===== config.mk =====
export PLATFORM = sky130hd
export DESIGN_NAME = prog_loader
export DESIGN_NICKNAME = d
export VERILOG_FILES = /design/src/rtl/forth_pkg.sv /design/src/rtl/loader_chk.sv /design/src/rtl/prog_loader.sv
export SDC_FILE = /design/constraint.sdc
export NUM_CORES = 1
export LEC_CHECK = 0
export CAP_MARGIN = 10
export CORE_UTILIZATION = 60
export DETAILED_ROUTE_END_ITERATION = 16
export GPL_TIMING_DRIVEN = 0
export PLACE_DENSITY = 0.86
export SLEW_MARGIN = 25
export SYNTH_ARGS = -nofsm -noshare
export SYNTH_HDL_FRONTEND = slang
export SYNTH_HIERARCHICAL = 1
export SYNTH_SLANG_ARGS = --single-unit

===== constraint.sdc =====
create_clock -name clk -period 5.9 [get_ports clk]
set_clock_uncertainty 0.2 [all_clocks]
set_input_delay 0.885 -clock clk [delete_from_list [all_inputs] [get_ports clk]]
set_output_delay 0.885 -clock clk [all_outputs]
set_load 0.02 [all_outputs]

===== src/rtl/forth_pkg.sv =====
// forth_pkg: shared widths, FSM state encoding and checksum width for the program loader.
package forth_pkg;
  localparam int DEF_ADDR_W = 12;
  localparam int DEF_WORD_W = 3;
  localparam int CHK_W = 2 * DEF_WORD_W;
  typedef enum logic [1:0] {IDLE = 2'd0, LOAD = 2'd1, VERIFY = 2'd2, DRAIN = 2'd3} state_e;
endpackage


===== src/rtl/loader_chk.sv =====
// loader_chk: running {sum mod 2**W, xor} fold over a word stream, cleared at load start.
module loader_chk
  import forth_pkg::*;
#(
  parameter int W = DEF_WORD_W
) (
  input  logic           clk,
  input  logic           rst_n,
  input  logic           clr,
  input  logic           en,
  input  logic [W-1:0]   word,
  output logic [2*W-1:0] chk
);
  logic [W-1:0] sum_q, x_q;
  always_ff @(posedge clk or negedge rst_n) begin
    if (!rst_n) begin
      sum_q <= '0;
      x_q   <= '0;
    end else if (clr) begin
      sum_q <= '0;
      x_q   <= '0;
    end else if (en) begin
      sum_q <= sum_q + word;
      x_q   <= x_q ^ word;
    end
  end
  assign chk = {sum_q, x_q};
endmodule


===== src/rtl/prog_loader.sv =====
// prog_loader: streams words into program RAM, reads them back to verify the checksum,
// and holds the CPU in reset until a load verifies.
module prog_loader
  import forth_pkg::*;
#(
  parameter int ADDR_W   = DEF_ADDR_W,
  parameter int WORD_W   = DEF_WORD_W,
  parameter int RD_LAT   = 1,
  parameter bit HOLD_RST = 1'b1
) (
  input  logic                clk,
  input  logic                rst_n,
  input  logic                start,
  input  logic [ADDR_W-1:0]   base_addr,
  input  logic [ADDR_W:0]     count,
  input  logic                in_valid,
  input  logic [WORD_W-1:0]   in_data,
  output logic                in_ready,
  output logic                mem_we,
  output logic [ADDR_W-1:0]   mem_addr,
  output logic [WORD_W-1:0]   mem_wdata,
  input  logic [WORD_W-1:0]   mem_rdata,
  output logic                busy,
  output logic                done,
  output logic                err,
  output logic                cpu_rst_n,
  output logic [2*WORD_W-1:0] chk
);
  state_e                state_q;
  logic [ADDR_W-1:0]     ptr_q, base_q;
  logic [ADDR_W:0]       cnt_q, rem_q;
  logic [RD_LAT-1:0]     vpipe_q;
  logic                  done_q, err_q, cpu_rst_n_q;
  logic [2*WORD_W-1:0]   chk_q, wchk, rchk;
  logic                  cnt_ok, go, last;
  // legal count is 1..2**ADDR_W: nonzero, and if the top bit is set nothing below it is
  assign cnt_ok    = |count && !(count[ADDR_W] && |count[ADDR_W-1:0]);
  assign go        = state_q == IDLE && start && cnt_ok;
  assign last      = rem_q == (ADDR_W+1)'(1);
  assign in_ready  = state_q == LOAD;
  assign mem_we    = in_ready && in_valid;
  assign mem_addr  = ptr_q;
  assign mem_wdata = mem_we ? in_data : '0;
  assign busy      = state_q != IDLE;
  assign done      = done_q;
  assign err       = err_q;
  assign cpu_rst_n = cpu_rst_n_q;
  assign chk       = chk_q;
  loader_chk #(.W(WORD_W)) u_wchk (
    .clk(clk), .rst_n(rst_n), .clr(go), .en(mem_we), .word(in_data), .chk(wchk)
  );
  loader_chk #(.W(WORD_W)) u_rchk (
    .clk(clk), .rst_n(rst_n), .clr(go), .en(vpipe_q[RD_LAT-1]), .word(mem_rdata), .chk(rchk)
  );
  always_ff @(posedge clk or negedge rst_n) begin
    if (!rst_n) begin
      state_q     <= IDLE;
      ptr_q       <= '0;
      base_q      <= '0;
      cnt_q       <= '0;
      rem_q       <= '0;
      vpipe_q     <= '0;
      done_q      <= 1'b0;
      err_q       <= 1'b0;
      cpu_rst_n_q <= ~HOLD_RST;
      chk_q       <= '0;
    end else begin
      done_q  <= 1'b0;
      err_q   <= 1'b0;
      vpipe_q <= RD_LAT'({vpipe_q, state_q == VERIFY});
      case (state_q)
        IDLE: if (start) begin
          if (cnt_ok) begin
            state_q     <= LOAD;
            base_q      <= base_addr;
            ptr_q       <= base_addr;
            cnt_q       <= count;
            rem_q       <= count;
            cpu_rst_n_q <= 1'b0;
          end else err_q <= 1'b1;
        end
        LOAD: if (in_valid) begin
          ptr_q <= last ? base_q : ptr_q + ADDR_W'(1);
          rem_q <= last ? cnt_q : rem_q - (ADDR_W+1)'(1);
          if (last) state_q <= VERIFY;
        end
        VERIFY: begin
          ptr_q <= ptr_q + ADDR_W'(1);
          rem_q <= rem_q - (ADDR_W+1)'(1);
          if (last) state_q <= DRAIN;
        end
        DRAIN: if (vpipe_q == '0) begin
          state_q <= IDLE;
          chk_q   <= wchk;
          if (rchk == wchk) begin
            done_q      <= 1'b1;
            cpu_rst_n_q <= 1'b1;
          end else err_q <= 1'b1;
        end
      endcase
    end
  end
endmodule

==> metrics.md, run 1 <==
| Metric | Value |
|---|---|
| Register-to-register setup slack | `2.55 ns` |
| Post-Syn Instances | `465` |
| Vias in the first global route | `3929` |
| Grt ovf | `0` |
| Count of cell types in the netlist | `54` |
| Setup TNS Final | `0 ns` |
| Hold WC Path Type | `primary input to asynchronous set/reset pin` |
| Ys async rst share | `100%` |
| Largest net degree at the start of global routing | `43` |
| Die Height | `88.0 um` |
| Fillcell total | `537` |
| Core Area | `7210 um^2` |
| Synth top area share | `41.7%` |
| Most common cell in the netlist | `dfrtp_1` |
| Hold_buf cts | `0` |
| CP cell instances | `clkdlybuf4s50_1 -> nor4_1 -> o21ai_0 -> o31ai_1 -> clkbuf_1 -> clkbuf_1 -> nand2_1 -> o31ai_1` |
| Initial antenna violation count | `0` |
| Register area share after synthesis | `roughly two fifths` |
| Buffer levels on the longest clock path | `2` |
| Die area | `7750 um^2` |
| Finish-stage setup viols | `0` |
| ANT cells | `0` |
| Worst VDD drop | `0.304 mV` |
| Initial Util | `61.6%` |
| Post-synthesis simple-gate area fraction | `17.0%` |
| Highest-delay cell along the critical path | `o31ai_1` |
| Arrival time worst endpoint | `roughly 4.0 ns` |
| Syn Area/Cell | `between 9 and 10 um^2` |
| Xor/xnor share of the synthesized area | `approximately 4.3%` |
| Syn_nets | `512` |
| Crit path capture type | `flip-flop` |
| Worst r2r src | `rem_q[0]$_DFFE_PN0P_` |
| Fraction of layout cells with a size suffix above 1 | `12.9%` |
| Most frequent cells after synthesis | `74 x dfrtp_1, 48 x nor2_1, 34 x mux2_2, 34 x nand2_1, 25 x clkbuf_1` |
| Worst flop-to-flop path endpoint | `state_q[0]$_DFFE_PN0P_` |
| Fin. max-slew vios | `0` |
| Final HPWL DP | `8.54 mm` |
| Status | `finished clean` |
| Clock slew at reported path FFs | `roughly 0.080 ns` |
| Crit path kind | `primary input to flip-flop` |
| Fmax achieved | `0.253 GHz` |
| Post-synthesis adder-cell area fraction | `between 3 and 4%` |
| Clock Root Buffer | `clkbuf_8` |
| RSZ-0062 raised after global routing | `no` |
| Crit Path Max Fanout | `10` |
| Yosys top cell by area | `dfrtp_1` |
| YS warnings | `6` |
| Worst Max-Slew Pin Slew | `0.923 ns` |
| Postcts setup bufs | `0` |
| IO buf count | `between 60 and 70` |
| CTS sink cnt | `74` |
| Die Wd | `88.0 um` |
| Drt first pass iters | `5` |
| Largest family of logic cells by synthesized area | `compound AO/OA/AOI/OAI gates` |
| TritonCTS clock tree | `yes` |
| Vias post-DR | `around 4000` |
| Post-Syn Area | `4440 um^2` |
| CP Launch Point | `count[11]` |
| Inserted Clock Buffers | `9` |
| Rel. slew slack | `between 30% and 40%` |
| WL per Instance | `~18 um` |
| Crit share post-route | `about two thirds` |
| Worst-Skew Late Latency | `~0.38 ns` |
| DRC errors left | `0` |
| Post-Route WL | `11.8 mm` |
| Final core occ | `74.5%` |
| Multiplexer area fraction after synthesis | `10.2%` |
| Layout area overhead | `21.1%` |
| R2R cell count | `7` |
| First-pass GRT wire length | `19.1 mm` |
| Post-CTS sizing | `0` |
| Area contributors post-synth | `dfrtp_1 42%, mux2_2 8.6%, nor2_1 4.1%` |
| GPL Wtd Cong | `0.917` |
| Overall power | `3.20 mW` |
| Max Cap Viol | `0` |
| IO Pins | `62` |
| Seq cells post-synth | `74` |
| Startpoint types | `primary input` |
| Post-DRT Antenna Nets | `0` |
| Final Critical Period | `3.96 ns` |
| Final hold vios | `0` |
| Via density | `6.26` |
| Primary FF master, synth | `dfrtp_1` |
| DR iter-0 viols | `between 400 and 500` |
| Compound-Gate Fraction of Synth Area | `18.1%` |
| All-Layer GR Usage | `between 30 and 40%` |
| Num rows | `31` |
| WP data required | `5.97 ns` |
| Lkg Pwr | `2.22 nW` |
| Htree depth | `3` |
| Worst path max stage delay | `0.69 ns` |
| Final nets | `585` |
| Power Dens Cells | `595 nW/um^2` |
| Post-synth EDFFs | `0` |
-- through the flow --
| stage | setup slack (ns) | instances | instance area [um^2] | hold WS, ns |
|---|---|---|---|---|
| 6_report | 1.94 | 642 | 5380 | 0.297 |
| 5_1_grt | 1.77 | 642 | 5380 | 0.320 |
| 4_1_cts | 2.00 | 642 | 5380 | 0.305 |
| 3_3_place_gp | 1.18 | 625 | 5180 | 0.281 |
| 3_5_place_dp | 1.62 | 626 | 5190 | 0.287 |
| 2_1_floorplan | 2.60 | 465 | 4440 | 0.272 |
-- area by class of cell --
| class | instances | area, um^2 | share of cell area (%) |
|---|---|---|---|
| well taps | 99 | 124 | 2.30 |
| clock inverters | 7 | 58.8 | 1.09 |
| repair buffers | 62 | 628 | 11.7 |
| inverters | 17 | 63.8 | 1.19 |
| plain buffers | 32 | 155 | 2.89 |
| multi-input cells | 342 | 2370 | 44.1 |
| clock buffers | 9 | 124 | 2.30 |
| flip-flops and latches | 74 | 1850 | 34.4 |
-- routing by layer --
metal  vias to the layer above  GRT usage [%]  routed length, um
li1                       1838              -                  -
met1                      1934           42.4               4910
met2                       205           53.1               5590
met3                        40           5.75                901
met4                         0           17.3                402
met5                         -              0                  0
-- logic make-up (layout without fill, tap and decap cells) --
family / Yosys count / after routing
simple gates: 155 / 155
buf+inv: 49 / 127
xor+xnor: 22 / 22
compound gates: 113 / 113
mux: 40 / 40
flops: 74 / 74
fa+ha+maj: 12 / 12
-- worst max-delay path: cells and delay by family --
kind,cells,cell delay [ns]
simple gates,2,0.69
buf+inv,3,1.44
compound gates,3,1.01
-- flip-flops by register name, indices dropped and copies added (netlist names) --
name          cells
done              1
rem_q            13
vpipe_q           1
u_rchk/x_q        3
err               1
state_q           2
u_rchk/sum_q      3
u_wchk/x_q        3
cnt_q            13
u_wchk/sum_q      3
base_q           12
mem_addr         12
cpu_rst_n         1
chk               6
-- report_power, final --
| group | internal (mW) | switching, mW |
|---|---|---|
| clock | 0.158 | 0.220 |
| combinational | 0.793 | 1.03 |
| sequential | 0.759 | 0.233 |
| total | 1.71 | 1.49 |
-- cell usage in the layout, fill, tap and decap left out, drive strengths merged, types with 9 or more instances in the layout --
master	count
dfrtp	74
o31ai	23
inv	20
buf	9
o21ai	21
a21oi	16
nor2	50
nand2	34
clkdlybuf4s50	60
clkbuf	34
ha	10
nand3	19
xor2	14
mux2	36
-- how the worst max path moves through the flow --
stage	to	slack, ns	cells past startpoint
2_1_floorplan	base_q[10]$_DFFE_PN0P_	2.60	6
3_3_place_gp	base_q[6]$_DFFE_PN0P_	1.18	1
3_5_place_dp	u_rchk/sum_q[2]$_DFFE_PN0P_	1.62	9
4_1_cts	u_rchk/sum_q[2]$_DFFE_PN0P_	2.00	9
5_1_grt	u_rchk/sum_q[2]$_DFFE_PN0P_	1.77	9
6_report	rem_q[3]$_DFFE_PN0P_	1.94	8
Note: power is estimated with default switching activity, not from simulation.
==> inputs of run 2 (changes only) <==
CORE_UTILIZATION = 55   (was 60)
PLACE_DENSITY = 0.8   (was 0.86)
clock period = 3.9 ns   (was 5.9 ns; I/O delays follow)
==> run 2 against run 1 <==
Against the previous run:
- cell count rose by 0.62%
- via count rose by 0.45%
- setup slack got worse by 1.6 ns
- sequential cell count did not move
- sequential power rose by 51%
- wire length rose by 1.8%
- final area rose by 1.2%
- critical path depth did not move
- largest cell class unchanged
- first-iteration DRC count fell by 8.6%
- combinational power rose by 51%
- global-route usage fell by 2.9 points
==> metrics.md, run 2 (synthesized netlist as in run 1, its figures left out) <==
| Metric | Value |
|---|---|
| Die Height | `91.9 um (was 88.0 um)` |
| Sw frac | `45.0% (was 46.5%)` |
| Met1 Usage GRT | `41.2% (was 42.4%)` |
| Rel. slew slack | `37.1% (was 37.9%)` |
| Num rows | `32 (was 31)` |
| Crit path capture type | `flip-flop (unchanged)` |
| Comb power frac | `56.1% (was 57.1%)` |
| RSZ-0062 raised after global routing | `no (unchanged)` |
| First-pass GRT wire length | `19.6 mm (was 19.1 mm)` |
| Lkg Pwr | `2.25 nW (was 2.22 nW)` |
| DR iter-0 viols | `384 (was 420)` |
| WL per Instance | `18.6 um (was 18.4 um)` |
| Startpoint types | `primary input (unchanged)` |
| Htree depth | `3 (unchanged)` |
| Final hold vios | `0 (unchanged)` |
| Largest regs | `cnt_q (13), rem_q (13) (unchanged)` |
| Status | `finished clean (unchanged)` |
| Core Area | `7770 um^2 (was 7210 um^2)` |
| GPL Wtd Cong | `0.870 (was 0.917)` |
| Commonest non-fill, non-tap cell in the layout | `dfrtp_1 (unchanged)` |
| Power Dens Cells | `907 nW/um^2 (was 595 nW/um^2)` |
| P_int | `2.71 mW (was 1.71 mW)` |
| Fmax achieved | `0.278 GHz` |
| Crit path kind | `primary input to flip-flop (unchanged)` |
| IO Pins | `62 (unchanged)` |
| Die area | `8440 um^2 (was 7750 um^2)` |
| Inserted Clock Buffers | `9 (unchanged)` |
| Setup WS pre-CTS | `-0.0946 ns (was 1.62 ns)` |
| Most Crowded Layer GR | `met2 (unchanged)` |
| Most frequent CP cell | `clkbuf_1` |
| Hold WC Path Type | `flip-flop to flip-flop (was primary input to asynchronous set/reset pin)` |
| Clock Root Buffer | `clkbuf_8 (unchanged)` |
| Setup TNS Final | `0 ns (unchanged)` |
| CP cell instances | `clkdlybuf4s50_1 -> nor4_1 -> o21ai_0 -> o31ai_2 -> clkbuf_1 -> clkbuf_1 -> nand2_1 -> o31ai_1 (was clkdlybuf4s50_1 -> nor4_1 -> o21ai_0 -> o31ai_1 -> clkbuf_1 -> clkbuf_1 -> nand2_1 -> o31ai_1)` |
| Post-Route WL | `12.0 mm (was 11.8 mm)` |
| Buffer levels on the longest clock path | `2 (unchanged)` |
| NetSw | `2.22 mW (was 1.49 mW)` |
| Crit share post-route | `92.2%` |
| Multi-input combinational cell area | `2380 um^2 (was 2370 um^2)` |
| Final HPWL DP | `8.39 mm (was 8.54 mm)` |
| Seq pwr share | `30.4% (was 31.0%)` |
| Worst VDD drop | `0.514 mV (was 0.304 mV)` |
| Worst path max stage delay | `0.59 ns (was 0.69 ns)` |
| Finish-stage setup viols | `0 (unchanged)` |
| Worst Max-Slew Pin Slew | `0.935 ns (was 0.923 ns)` |
| Post-DRT Antenna Nets | `0 (unchanged)` |
| Worst-Skew Late Latency | `0.36 ns (was 0.38 ns)` |
| WP data required | `3.96 ns (was 5.97 ns)` |
| Via density | `6.25 (was 6.26)` |
| ANT cells | `0 (unchanged)` |
| Drt first pass iters | `5 (unchanged)` |
| Die Wd | `91.9 um (was 88.0 um)` |
| Fillcell total | `596 (was 537)` |
| Fraction of layout cells with a size suffix above 1 | `13.2% (was 12.9%)` |
| Vias in the first global route | `3854 (was 3929)` |
| Met2 GRT Util | `48.4% (was 53.1%)` |
| Crit Path Max Fanout | `10 (unchanged)` |
| Setup ws final | `0.305 ns (was 1.94 ns)` |
| Met3 GRT Util | `4.48% (was 5.75%)` |
| Final Critical Period | `3.60 ns` |
| Initial Util | `57.2% (was 61.6%)` |
| Vias post-DR | `4035 (was 4017)` |
| Layout area overhead | `22.5% (was 21.1%)` |
| Clock slew at reported path FFs | `0.08 ns (about the same)` |
| CTS sink cnt | `74 (unchanged)` |
| Final nets | `586 (was 585)` |
| All-Layer GR Usage | `30.0% (was 32.9%)` |
| Largest net degree at the start of global routing | `53 (was 43)` |
| Highest-count cells in the layout ignoring fill and taps | `74 x dfrtp_1, 60 x clkdlybuf4s50_1, 47 x nor2_1, 34 x nand2_1, 34 x mux2_2 (was 74 x dfrtp_1, 60 x clkdlybuf4s50_1, 48 x nor2_1, 34 x nand2_1, 34 x mux2_2)` |
| DRC errors left | `0 (unchanged)` |
| Arrival time worst endpoint | `3.65 ns (was 4.03 ns)` |
| Initial antenna violation count | `0 (unchanged)` |
| Postcts setup bufs | `0 (unchanged)` |
| IO buf count | `61 (unchanged)` |
| Max Cap Viol | `0 (unchanged)` |
| Clk pwr share | `13.5% (was 11.8%)` |
| TritonCTS clock tree | `yes (unchanged)` |
| Sequential cell area | `1850 um^2 (unchanged)` |
| Grt ovf | `0 (unchanged)` |
| Fin. max-slew vios | `0 (unchanged)` |
| Highest-delay cell along the critical path | `nor4_1 (was o31ai_1)` |
## run 2: layer usage
layer	vias to the layer above	routed length [um]
met5	-	0
met4	0	256
met2	215	5700
met3	27	884
li1	1834	-
met1	1959	5170
## run 2: through the flow
stage	utilization, %	instance area, um^2	instances	power, mW	hold slack (ns)
5_1_grt	70.1	5440	646	5.26	0.322
3_3_place_gp	66.7	5180	628	4.09	0.281
3_5_place_dp	67.0	5210	629	4.21	0.287
2_1_floorplan	-	4440	465	3.34	0.0894
6_report	70.1	5440	646	4.93	0.306
4_1_cts	70.0	5430	646	4.89	0.305
## run 2: worst paths after layout
| path | start | end | slack [ns] | cells past startpoint |
|---|---|---|---|---|
| max in group asynchronous | rst_n | base_q[1]$_DFFE_PN0P_ | 2.46 | 3 |
| hold reg to reg | base_q[0]$_DFFE_PN0P_ | base_q[0]$_DFFE_PN0P_ | 0.31 | 1 |
| hold / removal | base_q[0]$_DFFE_PN0P_ | base_q[0]$_DFFE_PN0P_ | 0.31 | 1 |
| setup / recovery | count[11] | rem_q[1]$_DFFE_PN0P_ | 0.30 | 8 |
| min in group asynchronous | rst_n | cnt_q[5]$_DFFE_PN0P_ | 0.47 | 2 |
| setup reg to reg | rem_q[1]$_DFFE_PN0P_ | state_q[1]$_DFFE_PN0P_ | 0.53 | 8 |
## run 2: final cells by class
cell class	instances	share of cell area, %
buffer	32	2.85
inverter	17	1.17
timing repair buffer	63	11.9
tap	102	2.35
multi-input combinational	342	43.7
sequential	74	34.0
clock buffer	9	2.28
clock inverter	7	1.72
## run 2: what timing repair did
action                                  in CTS  in global routing
endpoints found under the setup margin       0                 14
hold buffers                                 1                  0
hold endpoints to repair                    22                  0
resized for setup                            0                  2
## run 2: power groups by stage
| stage | combinational [mW] | clock, mW | sequential [mW] |
|---|---|---|---|
| floorplan | 1.82 | 0 | 1.52 |
| global placement | 2.60 | 0 | 1.48 |
| detailed placement | 2.71 | 0 | 1.50 |
| CTS | 2.73 | 0.669 | 1.49 |
| global route | 3.00 | 0.706 | 1.55 |
| finish | 2.77 | 0.666 | 1.50 |
## run 2: worst max-delay path, delay by kind of cell
| kind | cells | cell delay, ns |
|---|---|---|
| AO/OA/AOI/OAI | 3 | 0.83 |
| buffers and inverters | 3 | 1.48 |
| AND/OR/NAND/NOR | 2 | 0.74 |
==> inputs of run 3 (changes only) <==
CTS_CLUSTER_SIZE = 28   (was unset)
PLACE_DENSITY = 0.89   (was 0.8)
==> run 3 against run 2 <==
Against the previous run:
- wire length is 0.76% higher
- via count is 2.4% higher
- count of clock-buffer cells in the layout grew 1
- sequential share of layout area is 0.16 points lower
- register-to-register slack better by 0.06 ns
- combinational power hardly changed
- critical path type is now flip-flop to primary output
- critical endpoint is now mem_we
- largest power group unchanged
- highest routed layer unchanged
==> metrics.md, run 3 (synthesized netlist as in run 1, its figures left out) <==
| Metric | Value |
|---|---|
| Final nets | `586 (unchanged)` |
| Largest regs | `cnt_q (13), rem_q (13) (unchanged)` |
| Max Cap Viol | `0 (unchanged)` |
| DRC errors left | `0 (unchanged)` |
| Lkg Pwr | `2.27 nW (was 2.25 nW)` |
| Grt ovf | `0 (unchanged)` |
| Postcts setup bufs | `0 (unchanged)` |
| Buffer levels on the longest clock path | `2 (unchanged)` |
| First-pass GRT wire length | `19.9 mm (was 19.6 mm)` |
| Highest-delay cell along the critical path | `clkdlybuf4s50_1 (was nor4_1)` |
| Core Area | `7770 um^2 (unchanged)` |
| Die Height | `91.9 um (unchanged)` |
| Worst flop-to-flop path endpoint | `state_q[1]$_DFFE_PN0P_ (unchanged)` |
| Post-DRT Antenna Nets | `0 (unchanged)` |
| Worst r2r src | `rem_q[7]$_DFFE_PN0P_ (was rem_q[1]$_DFFE_PN0P_)` |
| Crit share post-route | `90.6% (was 92.2%)` |
| Register-to-register setup slack | `0.59 ns (was 0.53 ns)` |
| CP cell instances | `inv_1 -> ha_1 -> clkbuf_1 -> clkbuf_1 -> and2_1 -> clkdlybuf4s50_1 (was clkdlybuf4s50_1 -> nor4_1 -> o21ai_0 -> o31ai_2 -> clkbuf_1 -> clkbuf_1 -> nand2_1 -> o31ai_1)` |
| Startpoint types | `flip-flop (was primary input)` |
| Drt first pass iters | `5 (unchanged)` |
| Setup ws final | `0.368 ns (was 0.305 ns)` |
| Die Wd | `91.9 um (unchanged)` |
| Fraction of layout cells with a size suffix above 1 | `13.2% (unchanged)` |
| Setup WS pre-CTS | `-0.0882 ns (was -0.0946 ns)` |
| Hold slack | `0.308 ns (was 0.306 ns)` |
| Fmax achieved | `0.283 GHz (was 0.278 GHz)` |
| DR iter-0 viols | `537 (was 384)` |
| All-Layer GR Usage | `30.2% (was 30.0%)` |
| Highest-count cells in the layout ignoring fill and taps | `74 x dfrtp_1, 60 x clkdlybuf4s50_1, 47 x nor2_1, 34 x nand2_1, 34 x mux2_2 (unchanged)` |
| Post-Route WL | `12.1 mm (was 12.0 mm)` |
| Worst Max-Slew Pin Slew | `0.888 ns (was 0.935 ns)` |
| GPL Wtd Cong | `0.882 (was 0.870)` |
| Via density | `6.40 (was 6.25)` |
| Hold WC Path Type | `flip-flop to flip-flop (unchanged)` |
| Clock slew at reported path FFs | `0.08 ns (about the same)` |
| Inserted Clock Buffers | `9 (unchanged)` |
| CTS sink cnt | `74 (unchanged)` |
| Htree depth | `3 (unchanged)` |
| Worst VDD drop | `0.539 mV (was 0.514 mV)` |
| Final Critical Period | `3.53 ns (was 3.60 ns)` |
| Final HPWL DP | `8.45 mm (was 8.39 mm)` |
| Worst-Skew Late Latency | `0.36 ns (about the same)` |
| CP Launch Point | `state_q[1]$_DFFE_PN0P_ (was count[11])` |
| Crit path depth | `6 (was 8)` |
| Crit path kind | `flip-flop to primary output (was primary input to flip-flop)` |
| Num rows | `32 (unchanged)` |
| Final hold vios | `0 (unchanged)` |
| RSZ-0062 raised after global routing | `no (unchanged)` |
| Layout area overhead | `23.1% (was 22.5%)` |
| Crit Path Max Fanout | `10 (unchanged)` |
| Most frequent CP cell | `clkbuf_1 (unchanged)` |
| Critical path's top delay family | `buffers and inverters (unchanged)` |
| Commonest non-fill, non-tap cell in the layout | `dfrtp_1 (unchanged)` |
| Initial antenna violation count | `0 (unchanged)` |
| WP data required | `3.12 ns (was 3.96 ns)` |
| Inst Count DP | `629 (unchanged)` |
| Fin. max-slew vios | `0 (unchanged)` |
| Number of buffers and inverters on the critical path | `4 (was 3)` |
| IO buf count | `61 (unchanged)` |
| Arrival time worst endpoint | `2.75 ns (was 3.65 ns)` |
| Non-Filler Instances | `646 (unchanged)` |
| End point of the critical path | `mem_we (was rem_q[1]$_DFFE_PN0P_)` |
| Clock Root Buffer | `clkbuf_8 (unchanged)` |
| WL per Instance | `18.7 um (was 18.6 um)` |
| TritonCTS clock tree | `yes (unchanged)` |
| Initial Util | `57.2% (unchanged)` |
| Largest net degree at the start of global routing | `45 (was 53)` |
| Final core occ | `70.4% (was 70.1%)` |
| Crit path capture type | `primary output (was flip-flop)` |
| Power Dens Cells | `923 nW/um^2 (was 907 nW/um^2)` |
| Rel. slew slack | `40.3% (was 37.1%)` |
| IO Pins | `62 (unchanged)` |
| Worst path max stage delay | `0.62 ns (was 0.59 ns)` |
| ANT cells | `0 (unchanged)` |
| Overall power | `5.05 mW (was 4.93 mW)` |
| Die area | `8440 um^2 (unchanged)` |
| Status | `finished clean (unchanged)` |
| R2R cell count | `7 (was 8)` |
| Finish-stage setup viols | `0 (unchanged)` |
| Vias post-DR | `4132 (was 4035)` |
| Vias in the first global route | `3976 (was 3854)` |
-- run 3: cell count changes in the layout (fill, tap and decap cells not counted), sizes merged --
cell / delta
clkinvlp: -2
bufinv: +1
clkbuf: +1
clkinv: -1
inv: +1
-- run 3: report_power, final --
| group | switching (mW) | total, mW | internal (mW) |
|---|---|---|---|
| sequential | 0.365 | 1.51 | 1.15 |
| clock | 0.310 | 0.755 | 0.445 |
| combinational | 1.58 | 2.78 | 1.20 |
| total | 2.25 | 5.05 | 2.80 |
-- run 3: worst min path at each step --
stage                                startpoint               endpoint  slack [ns]  cells past startpoint
final                     cnt_q[10]$_DFFE_PN0P_  cnt_q[10]$_DFFE_PN0P_        0.31                      1
after global placement     cnt_q[1]$_DFFE_PN0P_   cnt_q[1]$_DFFE_PN0P_        0.28                      1
after floorplan                           rst_n  base_q[0]$_DFFE_PN0P_        0.09                      0
after detailed placement  cnt_q[10]$_DFFE_PN0P_  cnt_q[10]$_DFFE_PN0P_        0.29                      1
after global routing       cnt_q[2]$_DFFE_PN0P_   cnt_q[2]$_DFFE_PN0P_        0.32                      1
after CTS                 cnt_q[10]$_DFFE_PN0P_  cnt_q[10]$_DFFE_PN0P_        0.31                      1
-- run 3: routing by layer --
metal	part of all wire [%]	GRT usage, %	up-vias
met2	48	49.9	248
li1	-	-	1841
met3	9.6	5.97	55
met5	0	0	-
met4	3.0	11.8	0
met1	39	39.1	1988
-- run 3: cell type report --
class | count | area, um^2
clock inverters | 6 | 113
clock buffers | 10 | 138
repair buffers | 63 | 638
fillers | 564 | 2300
plain buffers | 32 | 155
multi-input cells | 342 | 2380
inverters | 17 | 63.8
flip-flops and latches | 74 | 1850
well taps | 102 | 128
-- run 3: through the flow --
step                area (um^2)  setup TNS, ns
floorplan                  4440              0
global placement           5180         -40.80
detailed placement         5200          -1.23
CTS                        5460              0
global route               5470              0
finish                     5470              0
-- run 3: what timing repair did --
action                                  in CTS  in global routing
resized for setup                            0                  2
endpoints found under the hold margin       30                  0
endpoints found under the setup margin       0                 23
hold buffers                                 1                  0
